==> src/rtl/game_pkg.sv <==
// game_pkg: one-hot game state encoding and playfield geometry shared by the
// sequencer, bird physics and the renderer.
package game_pkg;
    localparam logic [3:0] START_SCREEN = 4'b0001;
    localparam logic [3:0] IN_GAME      = 4'b0010;
    localparam logic [3:0] PAUSE        = 4'b0100;
    localparam logic [3:0] END_SCREEN   = 4'b1000;
    localparam int SCREEN_H    = 480;
    localparam int BIRD_SIZE_Y = 20;
endpackage

==> src/rtl/btn_edge_sync.sv <==
// btn_edge_sync: brings a raw button into the clock domain and emits a
// single-tick pulse on each press.
module btn_edge_sync (
    input  logic clk,
    input  logic rst,
    input  logic btn,
    output logic pulse
);
    logic [1:0] sync;
    logic       prev;
    always_ff @(posedge clk or posedge rst) begin
        if (rst) begin
            sync <= '0;
            prev <= 1'b0;
        end else begin
            sync <= {sync[0], btn};
            prev <= sync[1];
        end
    end
    assign pulse = sync[1] & ~prev;
endmodule

==> src/rtl/game_flow_ctrl.sv <==
// game_flow_ctrl: round sequencer for the flappy-bird datapath; owns the
// one-hot game state, score, high score and the flap/round-reset pulses.
module game_flow_ctrl #(
    parameter int BIRD_SIZE_Y = game_pkg::BIRD_SIZE_Y,
    parameter int SCREEN_H    = game_pkg::SCREEN_H,
    parameter int END_HOLD    = 60,
    parameter int SCORE_MAX   = 999
) (
    input  logic        GAME_clk,
    input  logic        rst,
    input  logic        btn_flap,
    input  logic        btn_pause,
    input  logic        collision,
    input  logic        pipe_passed,
    input  logic [15:0] birdY,
    output logic [3:0]  game_state,
    output logic        flap,
    output logic        round_rst,
    output logic [9:0]  score,
    output logic [9:0]  high_score
);
    import game_pkg::*;
    localparam int HW = $clog2(END_HOLD + 1);
    localparam logic [15:0] FLOOR = 16'(SCREEN_H - BIRD_SIZE_Y);
    logic          f_edge, p_edge, oob;
    logic [HW-1:0] hold;
    btn_edge_sync u_flap  (.clk(GAME_clk), .rst(rst), .btn(btn_flap),  .pulse(f_edge));
    btn_edge_sync u_pause (.clk(GAME_clk), .rst(rst), .btn(btn_pause), .pulse(p_edge));
    // Bit 15 set means physics wrapped above the ceiling.
    assign oob = (birdY >= FLOOR) || birdY[15];
    always_ff @(posedge GAME_clk or posedge rst) begin
        if (rst) begin
            game_state <= START_SCREEN;
            flap       <= 1'b0;
            round_rst  <= 1'b0;
            score      <= '0;
            high_score <= '0;
            hold       <= '0;
        end else begin
            flap      <= 1'b0;
            round_rst <= 1'b0;
            case (game_state)
                START_SCREEN: if (f_edge) begin
                    game_state <= IN_GAME;
                    flap       <= 1'b1;
                    score      <= '0;
                end
                IN_GAME: if (collision || oob) begin
                    game_state <= END_SCREEN;
                    high_score <= (score > high_score) ? score : high_score;
                    hold       <= '0;
                end else begin
                    if (p_edge) game_state <= PAUSE;
                    else flap <= f_edge;
                    if (pipe_passed && score != 10'(SCORE_MAX)) score <= score + 10'd1;
                end
                PAUSE: if (p_edge) game_state <= IN_GAME;
                END_SCREEN: begin
                    if (hold != HW'(END_HOLD)) hold <= hold + 1'b1;
                    if (f_edge && hold == HW'(END_HOLD)) begin
                        game_state <= START_SCREEN;
                        round_rst  <= 1'b1;
                    end
                end
                default: game_state <= START_SCREEN;
            endcase
        end
    end
endmodule

==> config.mk <==
export PLATFORM = sky130hd
export DESIGN_NAME = game_flow_ctrl
export DESIGN_NICKNAME = d
export VERILOG_FILES = /design/src/rtl/game_pkg.sv /design/src/rtl/btn_edge_sync.sv /design/src/rtl/game_flow_ctrl.sv
export SDC_FILE = /design/constraint.sdc
export NUM_CORES = 1
export LEC_CHECK = 0
export CAP_MARGIN = 30
export CORE_MARGIN = 3
export CORE_UTILIZATION = 50
export DETAILED_ROUTE_END_ITERATION = 8
export PLACE_DENSITY_LB_ADDON = 0.3
export SYNTH_ARGS = -nofsm -noshare
export SYNTH_HDL_FRONTEND = slang
export SYNTH_SLANG_ARGS = --single-unit
==> constraint.sdc <==
create_clock -name GAME_clk -period 4.15 [get_ports GAME_clk]
set_input_delay 0.83 -clock GAME_clk [delete_from_list [all_inputs] [get_ports GAME_clk]]
set_output_delay 0.83 -clock GAME_clk [all_outputs]
set_load 0.02 [all_outputs]
Yosys cells after proc, flatten, opt, wreduce, memory -nomap -nowiden
Cells that the tools add are included.
{"block": "classes", "addsub": 2, "order_cmp": 2, "eq_ne": 15, "mux": 19, "n_bitwise": 4, "n_reduce_logical": 10}
{"cell": "2-to-1 mux 10 bit", "count": 3}
{"cell": "2-to-1 mux 4 bit", "count": 5}
{"cell": "case mux 10 bit (2 select lines)", "count": 1}
{"cell": "greater-or-equal comparator 16 x 9 -> 1 bit, second input constant", "count": 1}
{"cell": "case mux 4 bit (4 select lines)", "count": 1}
{"cell": "!= test 2 bit, second input constant", "count": 7}
{"cell": "2-to-1 mux 6 bit", "count": 2}
{"cell": "case mux 6 bit (2 select lines)", "count": 1}
{"cell": "adder 10 x 1 -> 10 bit, second input constant", "count": 1}
{"cell": "greater-than comparator 10 bit", "count": 1}
{"cell": "!= test 10 bit, second input constant", "count": 1}
{"cell": "AND reduction 4 bit", "count": 2}
{"cell": "adder 6 x 1 -> 6 bit, second input constant", "count": 1}
{"cell": "equality test 6 bit, second input constant", "count": 1}
{"cell": "!= test 6 bit, second input constant", "count": 1}
{"cell": "AND reduction 3 bit", "count": 2}
{"cell": "2-to-1 mux 1 bit", "count": 5}
{"cell": "equality test 4 x 1 -> 1 bit, second input constant", "count": 1}
{"cell": "equality test 4 x 2 -> 1 bit, second input constant", "count": 1}
{"cell": "equality test 4 x 3 -> 1 bit, second input constant", "count": 1}
{"cell": "equality test 4 bit, second input constant", "count": 1}
{"cell": "nonzero test 2 bit", "count": 2}
{"cell": "!= test 3 bit, second input constant", "count": 1}
{"cell": "bitwise AND 1 bit", "count": 2}
{"cell": "other kinds (4)", "count": 7}
{"block": "totals", "regBits": 38, "inputBits": 22, "wordCells": 62}

Longest topological paths before layout
{"block": "depth", "word_depth": 5, "mapped_depth": 8}

Modules after synthesis
Synthesis repeated with hierarchy kept, for this count alone.
{"block": "unflattened", "hier_cells": 190, "area_unflattened_um2": 2013.2}
{"mod": "game_flow_ctrl", "n_inst": 1, "cells_per_inst": 180, "area_per_inst_um2": 1828.0}
{"mod": "btn_edge_sync", "n_inst": 2, "cells_per_inst": 5, "area_per_inst_um2": 92.6}

Least setup slack after synthesis
Ideal clock, no wire load.
{"block": "synth_path", "kind": "reg-to-reg", "startpoint": "register score[4]", "endpoint": "register high_score[0]", "arrival_ns": 2.300, "setup_slack_ns": 1.724, "stages_incl_launch_ff": 7, "period_less_slack_ns": 2.426, "path_cell_list": "dfrtp_1 > ha_1 > a21oi_1 > a211oi_1 > a2111oi_0 > a211oi_4 > mux2_4"}
{"block": "synth_via", "elab_chain_cells": 2}
{"item": "from (decl)", "line_no": "game_flow_ctrl.sv:19", "rtl": "output logic [9:0] score,"}
{"item": "from (signal assigned)", "line_no": "game_flow_ctrl.sv:55", "rtl": "if (pipe_passed && score != 10'(SCORE_MAX)) score <= score + 10'd1;"}
{"item": "greater-than comparator 10 bit", "line_no": "game_flow_ctrl.sv:50", "rtl": "high_score <= (score > high_score) ? score : high_score;"}
{"item": "AND reduction 3 bit (no line)"}
{"item": "to (signal assigned)", "line_no": "game_flow_ctrl.sv:50"}
{"item": "to (decl)", "line_no": "game_flow_ctrl.sv:20", "rtl": "output logic [9:0] high_score"}
Every way passes these cells.
A chain may end at the register's enable or synchronous reset.

Worst setup path after layout
{"block": "layout_path", "startpoint": "input port birdY[15]", "endpoint": "register score[7]"}
{"block": "layout_via", "elab_chain_cells": 5}
{"item": "from (decl)", "line_no": "game_flow_ctrl.sv:15", "rtl": "input logic [15:0] birdY,"}
{"item": "greater-or-equal comparator 16 x 9 -> 1 bit", "line_no": "game_flow_ctrl.sv:30", "rtl": "assign oob = (birdY >= FLOOR) || birdY[15];"}
{"item": "logical OR 1 bit (*)", "line_no": "game_flow_ctrl.sv:30"}
{"item": "logical OR 1 bit (*)", "line_no": "game_flow_ctrl.sv:48", "rtl": "IN_GAME: if (collision || oob) begin"}
{"item": "!= test 2 bit (no line) (*)"}
{"item": "AND reduction 4 bit (no line) (*)"}
Every way passes the cells marked *; elsewhere a longest branch is shown, timed or not.

==> summary.txt <==
Cells and area
  – N_diodes: 0
  – Final net count: 279
  – Layout cells sized above 1: 10.7%
  – Area Growth Syn to Fin: 26.9%
  – Core occupancy in the finished layout: 69.1%

Global routing
  – GR Overflow Total: 0
  – Initial antenna violation count: 0
  – Largest net degree at the start of global routing: 29
  – First-pass GRT wire length: 7650 µm
  – Vias in the first global route: 1651
  – Gr usage total: 19.1%

Routing
  – Drt drc: 0
  – Routed Antenna Nets: 0
  – Routed via count: 1676
  – DRT Wirelength: 4530 µm
  – 1st-pass router iterations: 4
  – Via density: 5.74
  – 1st-iter DRT viols: 121
  – Average routed wire per standard cell: 15.5 µm

Floorplan
  – Core area: 3850 µm²
  – Ports: 48
  – Die area: 5010 µm²
  – Starting density of the core: 54.4%
  – Row cnt: 22
  – DIE HEIGHT: 70.8 µm
  – Chip width: 70.8 µm

Logic synthesis
  – FFs w/ async S/R, synth: 100%
  – Largest family of logic cells by synthesized area: simple AND/OR/NAND/NOR gates
  – Most numerous cell in the Yosys netlist: dfrtp_1
  – Mapped Cells: 194
  – Netlist cell types: 44
  – Ys Warns: 0
  – Commonest cells in the netlist: 37 x dfrtp_1, 20 x inv_1, 16 x a21oi_1
  – Syn_area_per_cell: 10.8 µm²
  – Synth Register Bits: 38
  – Top cell type's share of synthesized area: 44.1%
  – Largest cells by area after synthesis: dfrtp_1 44%, ha_1 7.8%, mux2_4 6.4%, a21oi_1 3.8%, inv_1 3.6%
  – Post-synthesis mux area share: 7.45%
  – Number of synthesized flops with an enable pin: 0
  – Synth Net Count: 229
  – Syn Std Cell Area: 2100 µm²
  – Post-Synth XOR/XNOR Area: 0.835%
  – Simple-Gate Fraction of Synth Area: 17.1%
  – Adder-cell share of the synthesized area: 7.75%
  – Top_reg_cell synth: dfrtp_1
  – Cell taking the most area after synthesis: dfrtp_1
  – Post-synthesis compound-gate area fraction: 16.2%
  – Seq/Total Area, Yosys: 45.4%

Power and ir drop
  – VDD IR max: 0.000214 V
  – Leakage: 1.08 nW
  – PwrDens: 348 nW/µm²

Clock network
  – H-tree depth: 2
  – Cts hold-fix bufs: 0
  – # clock sinks: 38
  – Longest Clk Path Bufs: 2
  – Post-CTS setup buffers: 0
  – CTS Buf Count: 5
  – Worst skew pair latency: 0.29 ns
  – CTS tree: built
  – Reg clk slew, reported paths: 0.07 ns
  – Cts repair resizes: 0
  – Root Driver: clkbuf_8

Timing
  – Final hold vios: 0
  – Max Slew Vio Count: 0
  – Fmax: 0.357 GHz
  – Worst-Margin Slew: 0.903 ns
  – Setup Viol. Count Final: 0
  – Setup TNS: 0 ns
  – Worst Skew: 0.00674 ns
  – Unrepaired setup endpoints after global routing: no
  – Minimum clock period: 2.80 ns
  – Hold_ws: 0.352 ns
  – Rel. slew slack: 38.3%
  – Final Cycle Share: 67.5%

Placed design
  – Port Buffers: 45
  – GP Congestion: 0.767
  – Detailed placement HPWL: 3420 µm

Worst setup path
  – Reg2Reg Setup Slack: 1.40 ns
  – CP Max Fanout: 14
  – Required time worst endpoint: 4.37 ns
  – Max incr delay on CP: 0.48 ns
  – CP startpoint kind: input pin
  – Critical path cell sequence: clkdlybuf4s50_1 -> nor4_1 -> o211ai_1 -> o2bb2ai_1 -> buf_4 -> or4_1 -> a21oi_1
  – CP max-delay cell: or4_1
  – CP arrival: 3.02 ns
  – CP endpoint kind: register
  – Critical Setup Path Class: input pin to register

Status
  – Status: finished clean

Run
  – Max Cap Violations: 0

Min path
  – Hold Crit Class: register to register
where the power goes:
part           switching, W  internal (W)  leakage [nW]
sequential        0.0000506      0.000399         0.505
clock              0.000119      0.000116        0.0383
combinational      0.000125      0.000117         0.536
total              0.000294      0.000632          1.08
per-layer routing:
| layer | track usage, % | part of all wire (%) |
|---|---|---|
| met5 | 0 | 0 |
| met2 | 28.7 | 46 |
| met3 | 5.40 | 4.8 |
| met1 | 26.3 | 47 |
| met4 | 6.89 | 1.7 |
path summary, 6_finish.rpt:
check                                  end  cells after the start            start
min                        u_pause.sync[1]                      0  u_pause.sync[0]
max in group asynchronous    game_state[0]                      3              rst
max reg2reg                  high_score[5]                      6         score[7]
max                               score[7]                      7        birdY[15]
min in group asynchronous    high_score[2]                      2              rst
min reg2reg                u_pause.sync[1]                      0  u_pause.sync[0]
state kept, by name, summed over array words and instances (netlist names), 2 cells and up:
register and count:
u_flap.sync 2, hold 6, game_state 4, u_pause.sync 2, score 10, high_score 10
critical path: cells and delay by family:
family                 cells  cell delay, ns
buffers and inverters      2            0.64
AOI/OAI and AO/OA          3            0.68
and+or+nand+nor            2            0.87
logic make-up (layout without fill, tap and decap cells):
logic type / after synthesis / after routing
xor+xnor: 2 / 2
mux: 11 / 11
fa+ha+maj: 13 / 13
simple gates: 57 / 57
flops: 38 / 38
buf+inv: 24 / 74
compound gates: 49 / 49
placed cells by master, fill, tap and decap left out, types with 2 or more instances in the layout:
cell / instances
nor3_1: 4
ha_1: 13
clkdlybuf4s50_1: 45
o31ai_1: 6
nand3_1: 5
mux2_4: 9
nand2_1: 11
o211ai_1: 2
dfrtp_1: 37
nand2b_1: 5
buf_4: 2
clkbuf_1: 2
or4b_4: 2
nor4_1: 2
nor2_1: 3
o21ai_1: 2
or3_1: 6
a21oi_1: 16
a211oi_1: 3
o41ai_1: 2
clkbuf_8: 5
o21ai_0: 7
inv_1: 20
nand4_1: 5
xor2_1: 2
and2_1: 3
or4_1: 5
o2111ai_1: 2
metrics by stage:
| step | power (W) | cells | setup WS (ns) | cell area [µm²] |
|---|---|---|---|---|
| after global routing | 0.000980 | 292 | 1.21 | 2660 |
| after detailed placement | 0.000699 | 285 | 1.09 | 2590 |
| after floorplan | 0.000627 | 194 | 1.72 | 2100 |
| final | 0.000926 | 292 | 1.35 | 2660 |
| after CTS | 0.000935 | 292 | 1.35 | 2660 |
| after global placement | 0.000688 | 284 | 1.05 | 2580 |
layout make-up:
class / count / area [µm²]
clock buffers: 7 / 76.3
fillers: 292 / 1190
inverters: 20 / 75.1
multi-input cells: 132 / 1030
flip-flops and latches: 38 / 952
well taps: 48 / 60.1
repair buffers: 47 / 465
Power figures use the tool's default switching activity.
